**config.mk**
```make
export PLATFORM = sky130hd
export DESIGN_NAME = mdu_divider
export DESIGN_NICKNAME = d
export VERILOG_FILES = /design/src/rtl/mdu_divider.sv
export SDC_FILE = /design/constraint.sdc
export NUM_CORES = 1
export LEC_CHECK = 0
export ABC_AREA = 0
export CAP_MARGIN = 30
export CORE_MARGIN = 2
export CORE_UTILIZATION = 50
export DETAILED_ROUTE_END_ITERATION = 10
export PLACE_DENSITY = 0.7
export SETUP_SLACK_MARGIN = 0.2
export SYNTH_ARGS = -nofsm -noshare
export SYNTH_HDL_FRONTEND = slang
export SYNTH_SLANG_ARGS = --single-unit
```
**constraint.sdc**
```tcl
create_clock -name clk -period 3.7 [get_ports clk]
set_input_delay 0.74 -clock clk [delete_from_list [all_inputs] [get_ports clk]]
set_output_delay 0.74 -clock clk [all_outputs]
set_load 0.05 [all_outputs]
```
**src/rtl/mdu_divider.sv**
```systemverilog
// ============================================================================
// Module      : mdu_divider
// Description : Iterative restoring radix-2 divide/remainder unit for RV64M
//               (DIV/DIVU/REM/REMU and W forms), request/response handshake.
// Revision    : 1.0 - initial release
// ============================================================================
`default_nettype none

module mdu_divider #(
    parameter int XLEN = 64
) (
    input  logic            clk,
    input  logic            rstn,
    input  logic            req_valid,
    output logic            req_ready,
    input  logic [1:0]      op,
    input  logic            word,
    input  logic [XLEN-1:0] a,
    input  logic [XLEN-1:0] b,
    input  logic            flush,
    output logic            resp_valid,
    input  logic            resp_ready,
    output logic [XLEN-1:0] res,
    output logic            busy
);

    localparam int CW = $clog2(XLEN + 1);

    localparam logic [2:0] S_IDLE = 3'd0;
    localparam logic [2:0] S_PREP = 3'd1;
    localparam logic [2:0] S_CALC = 3'd2;
    localparam logic [2:0] S_FIX  = 3'd3;
    localparam logic [2:0] S_DONE = 3'd4;

    localparam logic [CW-1:0]   C_N_FULL = CW'(XLEN);
    localparam logic [CW-1:0]   C_N_WORD = CW'(32);
    localparam logic [XLEN-1:0] C_MIN    = {1'b1, {(XLEN-1){1'b0}}};

    function automatic logic [XLEN-1:0] sext32(input logic [31:0] v);
        return {{(XLEN-32){v[31]}}, v};
    endfunction

    logic [2:0]      r_state;
    logic [2:0]      w_state_nxt;
    logic [1:0]      r_op;
    logic            r_word;
    logic [XLEN-1:0] r_a;
    logic [XLEN-1:0] r_b;
    logic [XLEN-1:0] r_rem;
    logic [XLEN-1:0] r_quo;
    logic [XLEN-1:0] r_div;
    logic [CW-1:0]   r_cnt;
    logic            r_sign_q;
    logic            r_sign_r;
    logic [XLEN-1:0] r_res;

    // Operand preparation (consumed in PREP)
    logic            w_signed;
    logic [XLEN-1:0] w_a_ext;
    logic [XLEN-1:0] w_b_ext;
    logic            w_sa;
    logic            w_sb;
    logic [XLEN-1:0] w_mag_a;
    logic [XLEN-1:0] w_mag_b;
    logic            w_b_zero;
    logic            w_ovf;
    logic [XLEN-1:0] w_spec;
    logic [XLEN-1:0] w_spec_out;

    assign w_signed = ~r_op[0];
    assign w_a_ext  = r_word ? (w_signed ? sext32(r_a[31:0]) : {{(XLEN-32){1'b0}}, r_a[31:0]}) : r_a;
    assign w_b_ext  = r_word ? (w_signed ? sext32(r_b[31:0]) : {{(XLEN-32){1'b0}}, r_b[31:0]}) : r_b;
    assign w_sa     = w_signed & w_a_ext[XLEN-1];
    assign w_sb     = w_signed & w_b_ext[XLEN-1];
    assign w_mag_a  = w_sa ? -w_a_ext : w_a_ext;
    assign w_mag_b  = w_sb ? -w_b_ext : w_b_ext;
    assign w_b_zero = (w_b_ext == '0);
    assign w_ovf    = w_signed & (r_word ? ((r_a[31:0] == 32'h8000_0000) && (r_b[31:0] == 32'hFFFF_FFFF))
                                         : ((r_a == C_MIN) && (r_b == '1)));

    // Divide-by-zero and signed overflow short-circuit straight to DONE
    assign w_spec     = r_op[1] ? (w_b_zero ? w_a_ext : '0) : (w_b_zero ? '1 : w_a_ext);
    assign w_spec_out = r_word ? sext32(w_spec[31:0]) : w_spec;

    // One restoring step
    logic [XLEN:0]   w_shift;
    logic            w_ge;
    logic [XLEN-1:0] w_diff;

    assign w_shift = {r_rem, r_quo[XLEN-1]};
    assign w_ge    = (w_shift >= {1'b0, r_div});
    assign w_diff  = w_shift[XLEN-1:0] - r_div;

    // Sign fix-up and result selection
    logic [XLEN-1:0] w_quo_f;
    logic [XLEN-1:0] w_rem_f;
    logic [XLEN-1:0] w_sel;
    logic [XLEN-1:0] w_out;

    assign w_quo_f = r_sign_q ? -r_quo : r_quo;
    assign w_rem_f = r_sign_r ? -r_rem : r_rem;
    assign w_sel   = r_op[1] ? w_rem_f : w_quo_f;
    assign w_out   = r_word ? sext32(w_sel[31:0]) : w_sel;

    always_ff @(posedge clk or negedge rstn) begin
        if (!rstn) begin
            r_state <= S_IDLE;
        end else begin
            r_state <= w_state_nxt;
        end
    end

    always_comb begin
        w_state_nxt = r_state;
        case (r_state)
            S_IDLE: if (req_valid) w_state_nxt = S_PREP;
            S_PREP: w_state_nxt = (w_b_zero || w_ovf) ? S_DONE : S_CALC;
            S_CALC: if (r_cnt == CW'(1)) w_state_nxt = S_FIX;
            S_FIX:  w_state_nxt = S_DONE;
            S_DONE: if (resp_ready) w_state_nxt = S_IDLE;
            default: w_state_nxt = S_IDLE;
        endcase
        if (flush) w_state_nxt = S_IDLE;
    end

    always_ff @(posedge clk or negedge rstn) begin
        if (!rstn) begin
            r_op     <= '0;
            r_word   <= 1'b0;
            r_a      <= '0;
            r_b      <= '0;
            r_rem    <= '0;
            r_quo    <= '0;
            r_div    <= '0;
            r_cnt    <= '0;
            r_sign_q <= 1'b0;
            r_sign_r <= 1'b0;
            r_res    <= '0;
        end else begin
            case (r_state)
                S_IDLE: begin
                    if (req_valid && !flush) begin
                        r_op   <= op;
                        r_word <= word;
                        r_a    <= a;
                        r_b    <= b;
                    end
                end
                S_PREP: begin
                    r_sign_q <= w_sa ^ w_sb;
                    r_sign_r <= w_sa;
                    r_rem    <= '0;
                    // W dividends sit in the top half so 32 shifts bring every bit through
                    r_quo    <= r_word ? (w_mag_a << (XLEN - 32)) : w_mag_a;
                    r_div    <= w_mag_b;
                    r_cnt    <= r_word ? C_N_WORD : C_N_FULL;
                    if (w_b_zero || w_ovf) r_res <= w_spec_out;
                end
                S_CALC: begin
                    r_rem <= w_ge ? w_diff : w_shift[XLEN-1:0];
                    r_quo <= {r_quo[XLEN-2:0], w_ge};
                    r_cnt <= r_cnt - CW'(1);
                end
                S_FIX: begin
                    r_res <= w_out;
                end
                default: ;
            endcase
        end
    end

    assign req_ready  = (r_state == S_IDLE);
    assign resp_valid = (r_state == S_DONE);
    assign busy       = (r_state != S_IDLE);
    assign res        = r_res;

endmodule

`default_nettype wire
```
# After elaboration in Yosys (flattened, before gate mapping)
# Index checks and enable logic that the tools add are counted.
[classes] addsub=6 n_lt_le_gt_ge=1 eq_ne=13 mux=29 bitwise_logic=5 reduce_logical=13
[op_table] operator="64-bit 2-to-1 mux" count=17
[op_table] operator="64-bit case mux with 2 select lines" count=3
[op_table] operator="64-bit negation" count=4
[op_table] operator="64-bit equality test (second input constant)" count=2
[op_table] operator="65-bit by 64-bit >= comparator with 1-bit output" count=1
[op_table] operator="32-bit equality test (second input constant)" count=2
[op_table] operator="64-bit zero test" count=1
[op_table] operator="64-bit subtractor" count=1
[op_table] operator="3-bit 2-to-1 mux" count=5
[op_table] operator="3-bit case mux with 5 select lines" count=1
[op_table] operator="7-bit case mux with 2 select lines" count=1
[op_table] operator="7-bit by 1-bit equality test with 1-bit output (second input constant)" count=1
[op_table] operator="7-bit 2-to-1 mux" count=1
[op_table] operator="7-bit by 1-bit subtractor with 7-bit output (second input constant)" count=1
[op_table] operator="3-bit by 2-bit equality test with 1-bit output (second input constant)" count=2
[op_table] operator="3-bit by 2-bit inequality test with 1-bit output (second input constant)" count=2
[op_table] operator="2-bit AND reduction" count=2
[op_table] operator="2-bit nonzero test" count=2
[op_table] operator="1-bit AND" count=3
[op_table] operator="3-bit by 1-bit equality test with 1-bit output (second input constant)" count=1
[op_table] operator="3-bit equality test (second input constant)" count=1
[op_table] operator="1-bit logical AND" count=3
[op_table] operator="3-bit zero test" count=1
[op_table] operator="3-bit inequality test (second input constant)" count=1
[op_table] operator="8 further kinds" count=8
[word_totals] register_bits=399 elab_cells=79

# Logic depth before layout (Yosys ltp)
[logic_depth] word_depth=8 mapped_depth=15 depth_no_buf=14

# Worst setup path before layout
# No wires, ideal clock.
[synth_timing] path_type="reg-to-reg" startpoint="register r_quo[63]" endpoint="register r_rem[62]" setup_time_ns=0.066 arrival_ns=3.160 required_time_ns=3.634 setup_slack_ns=0.473 stages_incl_launch_ff=15 path_buffers=0 synth_period_minus_slack_ns=3.227 path_cell_list="dfrtp_1 -> inv_1 -> ha_1 -> inv_1 -> fa_1 -> a211o_1 -> o211ai_1 -> a2111oi_0 -> or4_1 -> nand3_1 -> nand2_1 -> a31oi_1 -> mux2_2 -> nor3_1 -> a221o_1"
[synth_via] elab_chain_cells=3 elab_cells_between_ends=4
[synth_lines] element="start, declared" line="50" source="logic [XLEN-1:0] r_quo;"
[synth_lines] element="start signal, assigned" line="154" source="r_quo <= r_word ? (w_mag_a << (XLEN - 32)) : w_mag_a;"
[synth_lines] element="start signal, assigned" line="161" source="r_quo <= {r_quo[XLEN-2:0], w_ge};"
[synth_lines] element="64-bit subtractor / 65-bit by 64-bit >= comparator with 1-bit output (equally long branches)" line="92, 91"
[synth_lines] element="64-bit 2-to-1 mux *" line="160" source="r_rem <= w_ge ? w_diff : w_shift[XLEN-1:0];"
[synth_lines] element="64-bit case mux with 2 select lines *" line="140" source="case (r_state)"
[synth_lines] element="end signal, assigned" line="160"
[synth_lines] element="end, declared" line="49" source="logic [XLEN-1:0] r_rem;"
# Every way passes the cells marked *; elsewhere a longest branch is shown, timed or not.
# A chain may end at the register's enable or synchronous reset.

# Worst setup path in the final report
[layout_timing] startpoint="register r_b[21]" endpoint="register r_div[62]"
[layout_via] elab_chain_cells=4
[layout_lines] element="start, declared" line="48" source="logic [XLEN-1:0] r_b;"
[layout_lines] element="start signal, assigned" line="131" source="r_b <= '0;"
[layout_lines] element="start signal, assigned" line="146" source="r_b <= b;"
[layout_lines] element="64-bit 2-to-1 mux" line="72" source="assign w_b_ext = r_word ? (w_signed ? sext32(r_b[31:0]) : {{(XLEN-32){1'b0}}, r_b[31:0]}) : r_b;"
[layout_lines] element="64-bit 2-to-1 mux *" line="72"
[layout_lines] element="64-bit negation *" line="76" source="assign w_mag_b = w_sb ? -w_b_ext : w_b_ext;"
[layout_lines] element="64-bit 2-to-1 mux *" line="76"
[layout_lines] element="end signal, assigned" line="155" source="r_div <= w_mag_b;"
[layout_lines] element="end, declared" line="51" source="logic [XLEN-1:0] r_div;"
# Marks and branches as above.

==> impl_summary.md <==
Run status
The run finished with clean final reports.

STA
The post-route minimum period is roughly 3.5 ns. The hold violation count in the final report is 0. Setup violations remaining at the end of the flow were counted as 0. Across the routed clock network, the largest skew measured is between 0.015 and 0.02 ns. Setup total negative slack on the finished layout was measured at 0 ns. The worst-margin pin slew is between 0.9 and 1 ns. The post-route worst hold slack is approximately 0.18 ns. The headroom to the max-slew limit is between 30% and 40%. Timing would allow up to between 200 and 300 MHz. The worst path uses ~94% of the clock period. The final-report max-slew violation count is 0. Setup repair after global routing could not meet its margin everywhere.

GRT
The largest net degree at the start of global routing is 94. The number of global-route vias before repair is 25,900. The first global-routing pass estimated about 160 mm of wire.

The initial antenna violation count came to 3. In the global route stage, overall resource usage came out at 35.4%. After global routing the overflow that remains totals 0.

Setup path
In this run the register-to-register setup slack is between 0.2 and 0.25 ns. In this run the worst path has a maximum fanout of 5. The critical path class is reg -> reg. The nature of the critical path startpoint is a flip-flop. The worst reg-to-reg path cell count is 11. The origin of the worst setup path is r_b[21]$_DFFE_PN0P_. The critical path required time is 4.16 ns. STA puts the critical path data arrival time at 3.95 ns. The endpoint of the most critical register-to-register path is r_div[62]$_DFFE_PN0P_.

The capturing element type of the critical path is a flip-flop. The launch instance of the worst register-to-register path is r_b[21]$_DFFE_PN0P_. The end point of the critical path is r_div[62]$_DFFE_PN0P_.

Layout
The ratio of cells with drive above 1 in the final layout is 15.3%. The number of antenna diodes in the final layout is 0. The area of all placed cells without fillers is 0.0335 mm². Once layout is complete, the utilization of the core stands at 60.9%. The area growth from synthesis to layout is 20.8%. The layout filler cell count is 4,896. The final layout contains between 3,000 and 4,000 nets.

Logic synthesis
The flip-flop and latch count after synthesis is approximately 400. The synthesized netlist devotes about a quarter of its cell area to compound gates. The biggest area consumer among synthesized cells is dfrtp_1. Sorting the synthesized cells by area gives the leading types as dfrtp_1 (36%), o21ai_0 (6.6%), mux2_2 (5.4%), xor2_1 (5.1%), nand2_1 (4.7%). Summing the sequential cell areas from Yosys gives a little over a third of the chip area. In this run, synthesis inferred 0 flip-flops with an integrated enable.

The parity-gate share of the synthesized area counting xor and xnor cells is a little under a tenth. The average cell area after synthesis is about 8.6 µm². The number of warnings issued by yosys is 0. The most used flip-flop cell after synthesis is dfrtp_1. The dominant combinational cell family by area after synthesis is compound AO/OA/AOI/OAI gates. Synthesis produced a netlist with a net count of between 3,000 and 4,000. The share of Yosys cell area claimed by the top area cell type is a little over a third. The post-synthesis share of cell area spent on full adders, half adders and majority gates is under 10%.

In the synthesized netlist, the number of instances is ~3,200. The count of unique library cells instantiated by Yosys is slightly below 100. Of the total synthesized cell area, the portion taken by AND, OR, NAND and NOR gates is between 15 and 20%.

After synthesis, the share of cell area in mux cells is 6.23%. Counting flops with an async set or reset pin after synthesis yields a share of 100%. The synthesized netlist occupies a cell area of approximately 0.028 mm².

CTS
The H-tree depth reported by CTS is 2. The total clock buffers created by CTS is between 40 and 50. For this design, the sink count on the clock tree is about 400.

The clock reaches the later pin of the worst-skew pair after roughly 0.60 ns. The clock root buffer is clkbuf_16. The number of buffers on the longest clock path is 3.

In this run, post-CTS hold repair placed 0 buffers. The clock transition at the register clock pins on the worst setup and hold paths after CTS is 0.06 ns. The CTS tree is done.

Detailed routing
Dividing the detail-routed wire length by the instance count gives about 24 µm. The remaining routing DRC violations is 0. The detailed-routing iteration count for the pre-antenna-repair pass is 7. The count of antenna-violating nets left after detailed routing is 0. The overall via count from detail_route is between 20,000 and 30,000. The per-cell via count in the routed design is roughly 6.4. The detailed router finished its first iteration with 3,135 violations. For this block, the routed nets add up to 102 mm of wire.

Floorplanning
The area of the die is ~0.057 mm². In this run the count of I/O pins placed on the die edge is ~200. The number of rows in the core area is between 80 and 90. The region available for standard cell placement spans 0.0550 mm². The initial core utilization is slightly above 50%. The die height is approximately 240 µm.

The die is about 240 µm wide.

Job
Across the run, the number of max-cap violations was 0.

Placement
The count of buffers added on input and output ports is approximately 200. Detailed placement finished with a half-perimeter wire length of slightly below 80 mm. The post-detailed-placement cell area is 0.0315 mm². The routability-driven placement congestion ratio is between 1 and 1.5.

Worst hold path
The worst hold-check path type is in -> async.

Power
Dividing total power by cell area gives a power density of between 1000 and 1500 mW/mm². VDD sags by at most about 0.85 mV. The leakage power is approximately 0.014 µW.
metal layers:
metal / wire length (µm) / track usage, %
met1: 43400 / 48.8
met2: 45700 / 54.6
met3: 8770 / 7.03
met4: 4560 / 14.0
met5: 13 / 0
Yosys cell counts (30+ instances only):
| library cell | n |
|---|---|
| nand4_1 | 38 |
| nand3_1 | 42 |
| o21ai_0 | 366 |
| or3_1 | 40 |
| clkbuf_1 | 156 |
| a21oi_1 | 226 |
| a31oi_1 | 32 |
| ha_1 | 71 |
| nand2_1 | 350 |
| nor2_1 | 207 |
| o22ai_1 | 34 |
| mux2_2 | 133 |
| nor4_1 | 32 |
| o21ai_1 | 30 |
| dfrtp_1 | 399 |
| o221ai_1 | 34 |
| a22oi_1 | 48 |
| xor2_1 | 161 |
| inv_1 | 115 |
| xnor2_1 | 135 |
| o31ai_1 | 49 |
| nor3_1 | 60 |
per-stage QoR:
step	total power (µW)	setup slack, ns	std cells
detailed placement	32700	0.0941	4167
floorplan	24100	0.473	3230
global route	41300	0.116	4260
finish	38900	0.212	4260
global placement	32300	0.131	4166
CTS	37900	0.189	4254
power breakdown:
group	internal, µW	total, µW	switching [µW]
Combinational	9290	24600	15300
Sequential	6350	9230	2880
Clock	3080	5060	1980
Total	18700	38900	20200
area by class of cell:
cell class                      instances  area [µm²]  share of cell area [%]
Multi-Input combinational cell       2514       16800                    50.2
Sequential cell                       399        9990                    29.8
Timing Repair Buffer                  398        3650                    10.9
Clock buffer                           72        1470                    4.40
Tap cell                              748         936                    2.79
Inverter                              115         432                    1.29
Clock inverter                         14         195                   0.583
worst max-delay path: stages, from the launching register on:
cell	delay (ns)
dfrtp_1	0.43
or4_4	0.53
or4_4	0.47
nor4b_2	0.43
buf_4	0.19
nand3b_1	0.24
nor2_2	0.24
o21a_2	0.21
o2111ai_1	0.12
nand2_1	0.17
xor2_2	0.23
o21ai_1	0.09
cell usage in the layout, fill, tap and decap left out, types with 16 or more instances in the layout:
cell type / synthesis / routed
a211oi_1: 23 / 19
clkdlybuf4s50_1: 0 / 201
o22ai_1: 34 / 34
mux2i_1: 23 / 23
dfrtp_1: 399 / 395
or3_1: 40 / 40
a22oi_1: 48 / 48
clkbuf_16: 0 / 49
nand2b_1: 20 / 19
clkbuf_8: 0 / 16
nor3_1: 60 / 57
o31ai_1: 49 / 49
o221ai_1: 34 / 34
o21ai_1: 30 / 35
inv_1: 115 / 115
mux2_2: 133 / 133
o21ai_0: 366 / 360
xor2_1: 161 / 160
xnor2_1: 135 / 135
a21oi_1: 226 / 220
or4_1: 19 / 17
nand4_1: 38 / 38
nor4_1: 32 / 26
ha_1: 71 / 68
o41ai_1: 28 / 27
a21o_1: 28 / 28
nand3_1: 42 / 41
nand2_1: 350 / 348
and3_1: 16 / 16
a31oi_1: 32 / 31
o211ai_1: 21 / 21
nor2_1: 207 / 203
buf_4: 1 / 181
kinds of logic (layout without fill, tap and decap cells):
kind of cell / after synthesis / after routing
adders and majority gates: 72 / 72
and+or+nand+nor: 922 / 922
DFF: 399 / 399
xor gates and xnor gates: 296 / 296
buffers and inverters: 317 / 599
AOI/OAI and AO/OA: 1068 / 1068
muxes: 156 / 156
how the worst min path moves through the flow:
stage,startpoint,end,slack (ns),cells after the start
4_1_cts,rstn,r_b[47]$_DFFE_PN0P_,0.20,1
5_1_grt,rstn,r_b[46]$_DFFE_PN0P_,0.22,1
3_5_place_dp,r_div[57]$_DFFE_PN0P_,r_div[57]$_DFFE_PN0P_,0.47,2
3_3_place_gp,r_div[63]$_DFFE_PN0P_,r_div[63]$_DFFE_PN0P_,0.46,2
6_report,rstn,r_b[41]$_DFFE_PN0P_,0.18,1
2_1_floorplan,rstn,r_a[0]$_DFFE_PN0P_,0.44,0
what timing repair did:
item	in CTS	in global routing
endpoints found under the setup margin	12	110
pin swaps	1	6
buffers inserted	1	6
gates resized for setup	7	50
registers in the layout (all words and copies together) (netlist names):
signal	flops
r_a	64
r_b	64
r_cnt	7
r_div	64
r_op	2
r_quo	64
r_rem	64
r_sign_q	1
r_sign_r	1
r_state	3
r_word	1
res	64
(Power assumes the default switching activity.)
